==> config.mk <==
export PLATFORM = sky130hd
export DESIGN_NAME = reg_writeback_unit
export DESIGN_NICKNAME = d
export VERILOG_FILES = /design/src/rtl/wb_pkg.sv /design/src/rtl/wb_pend_fifo.sv /design/src/rtl/reg_writeback_unit.sv
export SDC_FILE = /design/constraint.sdc
export NUM_CORES = 1
export LEC_CHECK = 0
export BUFFER_PORTS_ARGS = -buffer_cell sky130_fd_sc_hd__buf_2
export CORE_MARGIN = 2
export CORE_UTILIZATION = 47
export DETAILED_ROUTE_END_ITERATION = 6
export GPL_ROUTABILITY_DRIVEN = 0
export GPL_TIMING_DRIVEN = 0
export PLACE_DENSITY = 0.77
export SYNTH_ARGS = -nofsm -noshare
export SYNTH_HDL_FRONTEND = slang
export SYNTH_SLANG_ARGS = --single-unit
==> constraint.sdc <==
create_clock -name CLK -period 3.4 [get_ports CLK]
set_input_delay 0.68 -clock CLK [delete_from_list [all_inputs] [get_ports CLK]]
set_output_delay 0.68 -clock CLK [all_outputs]
set_load 0.05 [all_outputs]
==> src/rtl/wb_pkg.sv <==
// Shared definitions for the register-file write-back unit.
package wb_pkg;

    localparam int unsigned WB_DATA_W = 32;
    localparam int unsigned WB_ADDR_W = 5;

    typedef enum logic [1:0] {
        WB_ALU  = 2'b00,
        WB_LOAD = 2'b01,
        WB_LINK = 2'b10,
        WB_RSVD = 2'b11
    } wb_sel_e;

    typedef enum logic [1:0] {
        LD_W    = 2'b00,
        LD_H    = 2'b01,
        LD_B    = 2'b10,
        LD_RSVD = 2'b11
    } ld_size_e;

endpackage

==> src/rtl/wb_pend_fifo.sv <==
// Pending multiply/divide result FIFO with per-entry valid bits and a
// parallel destination-match invalidate port.
module wb_pend_fifo #(
    parameter int unsigned DEPTH  = 2,
    parameter int unsigned DATA_W = 32,
    parameter int unsigned ADDR_W = 5
) (
    input  logic              CLK,
    input  logic              RESET,
    input  logic              push,
    input  logic [ADDR_W-1:0] push_dest,
    input  logic [DATA_W-1:0] push_data,
    input  logic              pop,
    input  logic              inv_en,
    input  logic [ADDR_W-1:0] inv_dest,
    output logic              full,
    output logic              empty,
    output logic              head_vld,
    output logic [ADDR_W-1:0] head_dest,
    output logic [DATA_W-1:0] head_data
);

    localparam int unsigned PTR_W = (DEPTH > 1) ? $clog2(DEPTH) : 1;
    localparam int unsigned CNT_W = PTR_W + 1;

    logic [ADDR_W-1:0] dest_q [DEPTH];
    logic [DATA_W-1:0] data_q [DEPTH];
    logic [DEPTH-1:0]  vld_q;
    logic [PTR_W-1:0]  rd_ptr_q, wr_ptr_q;
    logic [CNT_W-1:0]  cnt_q, cnt_d;
    logic              full_q, empty_q;
    logic              do_push, do_pop;

    always_comb begin
        do_push = push && !full_q;
        do_pop  = pop && !empty_q;
        cnt_d   = cnt_q + CNT_W'(do_push) - CNT_W'(do_pop);
    end

    always_ff @(posedge CLK) begin
        if (RESET) begin
            for (int unsigned i = 0; i < DEPTH; i++) begin
                dest_q[i] <= '0;
                data_q[i] <= '0;
            end
            vld_q    <= '0;
            rd_ptr_q <= '0;
            wr_ptr_q <= '0;
            cnt_q    <= '0;
            full_q   <= 1'b0;
            empty_q  <= 1'b1;
        end else begin
            // A younger pipeline write kills every pending result to the same register.
            for (int unsigned i = 0; i < DEPTH; i++) begin
                if (inv_en && (dest_q[i] == inv_dest)) begin
                    vld_q[i] <= 1'b0;
                end
            end
            if (do_push) begin
                dest_q[wr_ptr_q] <= push_dest;
                data_q[wr_ptr_q] <= push_data;
                vld_q[wr_ptr_q]  <= 1'b1;
                wr_ptr_q         <= wr_ptr_q + PTR_W'(1);
            end
            if (do_pop) begin
                rd_ptr_q <= rd_ptr_q + PTR_W'(1);
            end
            cnt_q   <= cnt_d;
            full_q  <= (cnt_d == CNT_W'(DEPTH));
            empty_q <= (cnt_d == '0);
        end
    end

    assign full      = full_q;
    assign empty     = empty_q;
    assign head_vld  = vld_q[rd_ptr_q] && !empty_q;
    assign head_dest = dest_q[rd_ptr_q];
    assign head_data = data_q[rd_ptr_q];

endmodule

==> src/rtl/reg_writeback_unit.sv <==
// Register-file write-back: selects ALU/load/link values and merges late
// multiply/divide results onto the single write port.
module reg_writeback_unit
    import wb_pkg::*;
#(
    parameter int unsigned DATA_W     = WB_DATA_W,
    parameter int unsigned ADDR_W     = WB_ADDR_W,
    parameter int unsigned FIFO_DEPTH = 2
) (
    input  logic              CLK,
    input  logic              RESET,
    input  logic              in_valid,
    input  logic [ADDR_W-1:0] in_dest,
    input  logic [1:0]        in_sel,
    input  logic [DATA_W-1:0] in_alu,
    input  logic [DATA_W-1:0] in_mem,
    input  logic [1:0]        in_ld_size,
    input  logic              in_ld_uns,
    input  logic [DATA_W-1:0] in_pc8,
    input  logic              md_valid,
    input  logic [ADDR_W-1:0] md_dest,
    input  logic [DATA_W-1:0] md_data,
    output logic              md_ready,
    output logic              wb_stall,
    output logic              reg_wr,
    output logic [ADDR_W-1:0] w_addr,
    output logic [DATA_W-1:0] write_data
);

    logic              fifo_full, fifo_empty, head_vld;
    logic [ADDR_W-1:0] head_dest;
    logic [DATA_W-1:0] head_data;
    logic              pipe_acc, md_acc, fifo_push, fifo_pop;
    logic [1:0]        ld_off;
    logic [DATA_W-1:0] ld_byte_sh, ld_half_sh, ld_val, pipe_val;
    logic              wr_d;
    logic [ADDR_W-1:0] addr_d;
    logic [DATA_W-1:0] data_d;
    logic              reg_wr_q;
    logic [ADDR_W-1:0] w_addr_q;
    logic [DATA_W-1:0] write_data_q;

    // Little-endian load extraction and write-back value select.
    always_comb begin
        ld_off     = in_alu[1:0];
        ld_byte_sh = in_mem >> {ld_off, 3'b000};
        ld_half_sh = in_mem >> {ld_off[1], 4'b0000};
        case (in_ld_size)
            LD_B:    ld_val = in_ld_uns ? {{(DATA_W-8){1'b0}}, ld_byte_sh[7:0]}
                                        : {{(DATA_W-8){ld_byte_sh[7]}}, ld_byte_sh[7:0]};
            LD_H:    ld_val = in_ld_uns ? {{(DATA_W-16){1'b0}}, ld_half_sh[15:0]}
                                        : {{(DATA_W-16){ld_half_sh[15]}}, ld_half_sh[15:0]};
            default: ld_val = in_mem;
        endcase
        case (in_sel)
            WB_LOAD: pipe_val = ld_val;
            WB_LINK: pipe_val = in_pc8;
            default: pipe_val = in_alu;
        endcase
    end

    // One write per cycle: stalled FIFO head, then pipeline, then FIFO head.
    always_comb begin
        pipe_acc  = in_valid && !fifo_full;
        md_acc    = md_valid && !fifo_full;
        fifo_pop  = 1'b0;
        wr_d      = 1'b0;
        addr_d    = head_dest;
        data_d    = head_data;
        if (fifo_full) begin
            fifo_pop = 1'b1;
            wr_d     = head_vld;
        end else if (pipe_acc) begin
            wr_d   = 1'b1;
            addr_d = in_dest;
            data_d = pipe_val;
        end else if (!fifo_empty) begin
            fifo_pop = 1'b1;
            wr_d     = head_vld;
        end
        wr_d      = wr_d && (addr_d != '0);
        fifo_push = md_acc && (md_dest != '0) && !(pipe_acc && (md_dest == in_dest));
    end

    wb_pend_fifo #(
        .DEPTH  (FIFO_DEPTH),
        .DATA_W (DATA_W),
        .ADDR_W (ADDR_W)
    ) u_fifo (
        .CLK       (CLK),
        .RESET     (RESET),
        .push      (fifo_push),
        .push_dest (md_dest),
        .push_data (md_data),
        .pop       (fifo_pop),
        .inv_en    (pipe_acc),
        .inv_dest  (in_dest),
        .full      (fifo_full),
        .empty     (fifo_empty),
        .head_vld  (head_vld),
        .head_dest (head_dest),
        .head_data (head_data)
    );

    always_ff @(posedge CLK) begin
        if (RESET) begin
            reg_wr_q     <= 1'b0;
            w_addr_q     <= '0;
            write_data_q <= '0;
        end else begin
            reg_wr_q     <= wr_d;
            w_addr_q     <= addr_d;
            write_data_q <= data_d;
        end
    end

    assign reg_wr     = reg_wr_q;
    assign w_addr     = w_addr_q;
    assign write_data = write_data_q;
    assign md_ready   = !fifo_full;
    assign wb_stall   = fifo_full;

endmodule
# --- Word level (Yosys, flattened, before mapping) ---
# Memory sizes are Yosys's and may differ from the RTL's. A register that Yosys moved wholly into a read port is not among the register bits.
# Cells that the tools add are included.
word_totals:
  inputBits: 147
  wordCells: 87
  reg_bits: 46
  n_memories: 2
  ramBits: 74
  out_inout_bits: 40
mem_list:
  columns: ["name", "words", "word_bits", "read_ports", "rd_ports_with_merged_regs", "write_ports", "line", "source"]
  rows:
  - ["u_fifo.data_q", 2, 32, 1, 1, 2, "wb_pend_fifo.sv:27", "logic [DATA_W-1:0] data_q [DEPTH];"]
  - ["u_fifo.dest_q", 2, 5, 3, 1, 2, "wb_pend_fifo.sv:26", "logic [ADDR_W-1:0] dest_q [DEPTH];"]
op_classes:
  n_lt_le_gt_ge: 3
  muxes: 38
  n_eq_ne: 8
  n_addsub: 4
  n_bitwise: 1
  reduce_logical: 20
  shift: 2
op_table:
  columns: ["op", "n"]
  rows:
  - ["$mux 32", 5]
  - ["$pmux 32 s2", 2]
  - ["$reduce_or 32->1", 1]
  - ["$shr 32x5->16", 1]
  - ["$shr 32x5->8", 1]
  - ["$mux 1", 26]
  - ["$eq 5x5->1", 3]
  - ["$mux 5", 3]
  - ["$logic_and 1x1->1", 12]
  - ["$reduce_bool 5->1", 2]
  - ["$eq 2x2->1 const B", 3]
  - ["$reduce_or 5->1", 1]
  - ["$eq 2x1->1 const B", 2]
  - ["$lt 1x2->1 const B", 2]
  - ["$logic_not 1->1", 3]
  - ["$add 1x1->1 const B", 2]
  - ["$add 2x1->2", 1]
  - ["$logic_not 2->1", 1]
  - ["$mux 2", 1]
  - ["$or 2x2->2", 1]
  - ["$sub 2x1->2", 1]
  - ["$demux 1 s1", 1]
  - ["$ge 1x1->1 const B", 1]

# --- Longest topological paths before layout ---
logic_depth:
  word_depth: 11
  mapped_depth: 11

# --- By module ---
# A second synthesis with hierarchy kept.
unflattened:
  cells_unflattened: 614
  area_unflattened_um2: 6560.0
by_module_without_submodules:
  columns: ["module", "seq_area_each_um2", "cells_each", "instances", "area_each_um2"]
  rows:
  - ["wb_pend_fifo", 2402.3, 247, 1, 3676.0]
  - ["reg_writeback_unit", 760.7, 367, 1, 2884.0]

# --- Worst setup path after synthesis ---
# No wires, ideal clock.
synth_path:
  kind: "register to register"
  startpoint: "register u_fifo.full_q (netlist: u_fifo.full)"
  endpoint: "memory u_fifo.data_q[0][0], enable pin"
  slack_ns: -0.090
  required_ns: 2.961
  arrival_time_ns: 3.051
  path_buffers: 0
  stages_incl_launch_ff: 5
  path_cell_list: "dfxtp_1 -> inv_1 -> o311a_1 -> o31ai_4 -> o21bai_1"
synth_lines:
  columns: ["item", "line", "source"]
  rows:
  - ["start: declaration", "wb_pend_fifo.sv:31", "logic full_q, empty_q;"]
  - ["start signal: assignment", "wb_pend_fifo.sv:69", "full_q <= (cnt_d == CNT_W'(DEPTH));"]
  - ["end: declaration", "wb_pend_fifo.sv:27", null]

==> results.py <==
metrics = {
    "routing": {
        "first_pass_iters": 6,
        "viasPerCell": 5.75,
        "totalWireLength_mm": 19.1,
        "vias": 5597,
        "drt_iter0_markers": 656,
        "avgRoutedWirePerCell_um": 19.6,
        "drc_errors": 0,
        "ant_nets": 0,
    },
    "synthesis": {
        "syn_area_um2": 6250,
        "synth_edf_count": 74,
        "synth-simple-area-share": 0.166,
        "yosysWarnings": 0,
        "syn_inst": 579,
        "synth_fp_nets": 732,
        "synthMuxAreaShare": 0.0394,
        "avgSynthCellArea_um2": 10.8,
        "synthFlopType": "edfxtp_1",
        "synth_xor_area_frac": 0.0252,
        "synth_compound_area_frac": 0.207,
        "synth_top_family_by_area": "compound AO/OA/AOI/OAI gates",
        "ys_seq_area_frac": 0.506,
        "ys_seq_elements": 121,
        "synthAdderAreaFrac": 0.0120,
        "synth_cell_types": 49,
        "ys_async_sr_fraction": 0,
    },
    "floorplan": {
        "die-area_um2": 14200,
        "start_util": 0.476,
        "num_rows": 42,
        "die_w_um": 119,
        "core_area_um2": 13100,
        "pin_count": 187,
        "die_h_um": 119,
    },
    "clock_network": {
        "path_clk_slew_ns": 0.06,
        "hold_buffers": 0,
        "numCtsBuffers": 17,
        "clock-sinks": 121,
        "post-cts-setup-buffer-count": 0,
        "ctsLongestPathBuffers": 2,
        "cts_tree": "done",
        "h-tree-depth": 4,
        "root_buffer": "clkbuf_16",
        "clk_latency_ns": 0.42,
        "cts_resized": 0,
    },
    "critical_path": {
        "critPathKind": "input pin to flop",
        "crit_buf_inv": 2,
        "max_stage_delay_ns": 0.79,
        "path_cells": "clkbuf_1, buf_1, a21o_2",
        "crit_path_start_kind": "input pin",
        "reg2reg_depth": 11,
        "crit_arrival_ns": 2.55,
        "end_kind": "flop",
        "r2r_start": "u_fifo.full",
        "critPathLaunch": "RESET",
        "crit_family": "buffers and inverters",
        "required_ns": 3.44,
        "path_max_fanout": 37,
        "cpMaxStageDelayCell": "a21o_2",
        "reg2reg_to": "u_fifo.empty",
        "reg2reg_slack_ns": 1.00,
    },
    "global_routing": {
        "antenna_found_initial": 0,
        "grt_pass1_wl_mm": 29.1,
        "grt_pass1_vias": 5567,
        "grt_usage": 0.268,
        "grt_overflow": 0,
        "grt_max_degree": 38,
    },
    "worst_hold_path": {
        "hold_end": "u_fifo.vld_q[0]",
        "hold_start": "u_fifo.vld_q[0]",
        "whs_path_depth": 2,
        "min_path_type": "flop to flop",
    },
    "sta": {
        "fin_worst_skew_ns": 0.00978,
        "fin_crit_sh": 0.740,
        "finalSetupViolCount": 0,
        "setup_total_negative_slack_ns": 0,
        "setup_ws_ns": 0.883,
        "finalCriticalPeriod_ns": 2.52,
        "worst_slew_pin_slew_ns": 0.911,
        "finalHoldViolCount": 0,
        "slew_violations": 0,
        "rsz0062_at_grt": "no",
        "clock.fmax_mhz": 397,
        "maxSlewHeadroom": 0.393,
    },
    "placement": {
        "dp_slack_ns": 0.414,
        "io_buffer_count": 185,
        "dp_hpwl_mm": 14.5,
        "dp.cells": 941,
        "placed_area_um2": 7430,
    },
    "final_layout": {
        "fin_cells": 973,
        "final-seq-area_um2": 3160,
        "diodes": 0,
        "final_common_cell": "buf_2",
        "post-route-util": 0.615,
        "syn_to_final_growth_pct": 29.2,
        "fin_nets": 937,
        "fill_cells": 1102,
        "drive_gt1_frac": 0.321,
        "layout_common_cells": "buf_2, and2_1, edfxtp_1",
        "final_area_um2": 8070,
        "multiInputGateArea_um2": 2830,
    },
    "pwr": {
        "p_seq_frac": 0.344,
        "p_comb_frac": 0.316,
        "power_frac_clock": 0.340,
        "p_int_mw": 3.79,
        "powerDensity_nw_per_um2": 720,
        "p_sw_frac": 0.347,
        "switching_power_mw": 2.02,
        "p_leak_nw": 3.29,
        "ir_worst_vdd_uv": 382,
    },
    "status": {
        "status": "completed",
    },
    "run": {
        "max_cap_viol_count": 0,
    },
}
==> worst register-to-register path, stage by stage, from the launching register on <==
cell and delay [ns]:
dfxtp_1 0.32, and2b_1 0.33, buf_2 0.26, buf_2 0.27, nor2_1 0.11, ha_1 0.31, inv_1 0.06, ha_1 0.14
xor2_1 0.18, xnor2_1 0.16, nor2_1 0.08, nor2_1 0.12
==> per-layer routing <==
metal | GRT usage | share of wire | vias to the layer above
li1 | - | - | 2554
met1 | 0.324 | 0.39 | 2625
met2 | 0.458 | 0.48 | 350
met3 | 0.0685 | 0.095 | 68
met4 | 0.107 | 0.034 | 0
met5 | 0 | 0 | -
==> through the flow <==
step	hold slack [ns]	power, mW
after floorplan	0.443	3.29
after global placement	0.457	3.79
after detailed placement	0.466	3.84
after CTS	0.474	5.80
after global routing	0.502	6.03
final	0.474	5.81
==> synth_stat cells, types with 8 or more instances <==
library cell | n | area (µm²)
a211oi_1 | 17 | 128
a21oi_1 | 42 | 210
a221oi_1 | 14 | 123
a22oi_1 | 16 | 120
and2_1 | 76 | 475
buf_2 | 11 | 55.1
clkbuf_1 | 22 | 82.6
dfxtp_1 | 47 | 941
edfxtp_1 | 74 | 2220
inv_1 | 17 | 63.8
mux2i_1 | 22 | 220
nand2b_1 | 17 | 106
nor2_1 | 27 | 101
nor2b_1 | 26 | 163
nor3_1 | 17 | 85.1
o21ai_0 | 25 | 125
o22ai_1 | 8 | 50.1
xnor2_1 | 13 | 114
==> cell type report <==
type	count	share of cell area
plain buffers	44	0.0259
repair buffers	186	0.117
flip-flops and latches	121	0.392
inverters	17	0.00790
well taps	176	0.0273
clock inverters	15	0.0274
clock buffers	17	0.0527
multi-input cells	397	0.350
==> worst max path at each step <==
stage	to	slack [ns]	depth (start not counted)
final	u_fifo.data_q[1][3]	0.88	3
after global routing	u_fifo.empty	0.72	11
after CTS	u_fifo.data_q[1][3]	0.86	3
after detailed placement	u_fifo.data_q[1][25]	0.41	3
after global placement	u_fifo.data_q[1][25]	0.01	3
after floorplan	u_fifo.data_q[0][0]	0.70	4
==> cells by family (layout without fill, tap and decap cells) <==
| family | count (synthesis) | count (layout) |
|---|---|---|
| flip-flops | 121 | 121 |
| AND/OR/NAND/NOR | 181 | 181 |
| AO/OA/AOI/OAI | 168 | 168 |
| XOR/XNOR | 18 | 18 |
| buffers and inverters | 61 | 279 |
| adder cells (fa/ha/maj) | 6 | 6 |
| multiplexers | 24 | 24 |
==> power groups by stage <==
stage	Clock, mW	Sequential [mW]	Combinational [mW]
floorplan	0	2.40	0.893
global placement	0	2.02	1.77
detailed placement	0	2.02	1.81
CTS	1.98	2.00	1.83
global route	2.04	2.02	1.97
finish	1.98	2.00	1.84
==> sequential cells by signal (all words and copies together) (netlist names), named ones only <==
register         cells
u_fifo.full          1
u_fifo.cnt_q         2
write_data          32
u_fifo.data_q       64
u_fifo.wr_ptr_q      1
reg_wr               1
u_fifo.dest_q       10
u_fifo.empty         1
w_addr               5
u_fifo.rd_ptr_q      1
u_fifo.vld_q         2
No activity file was read; power rests on OpenSTA's default activity.
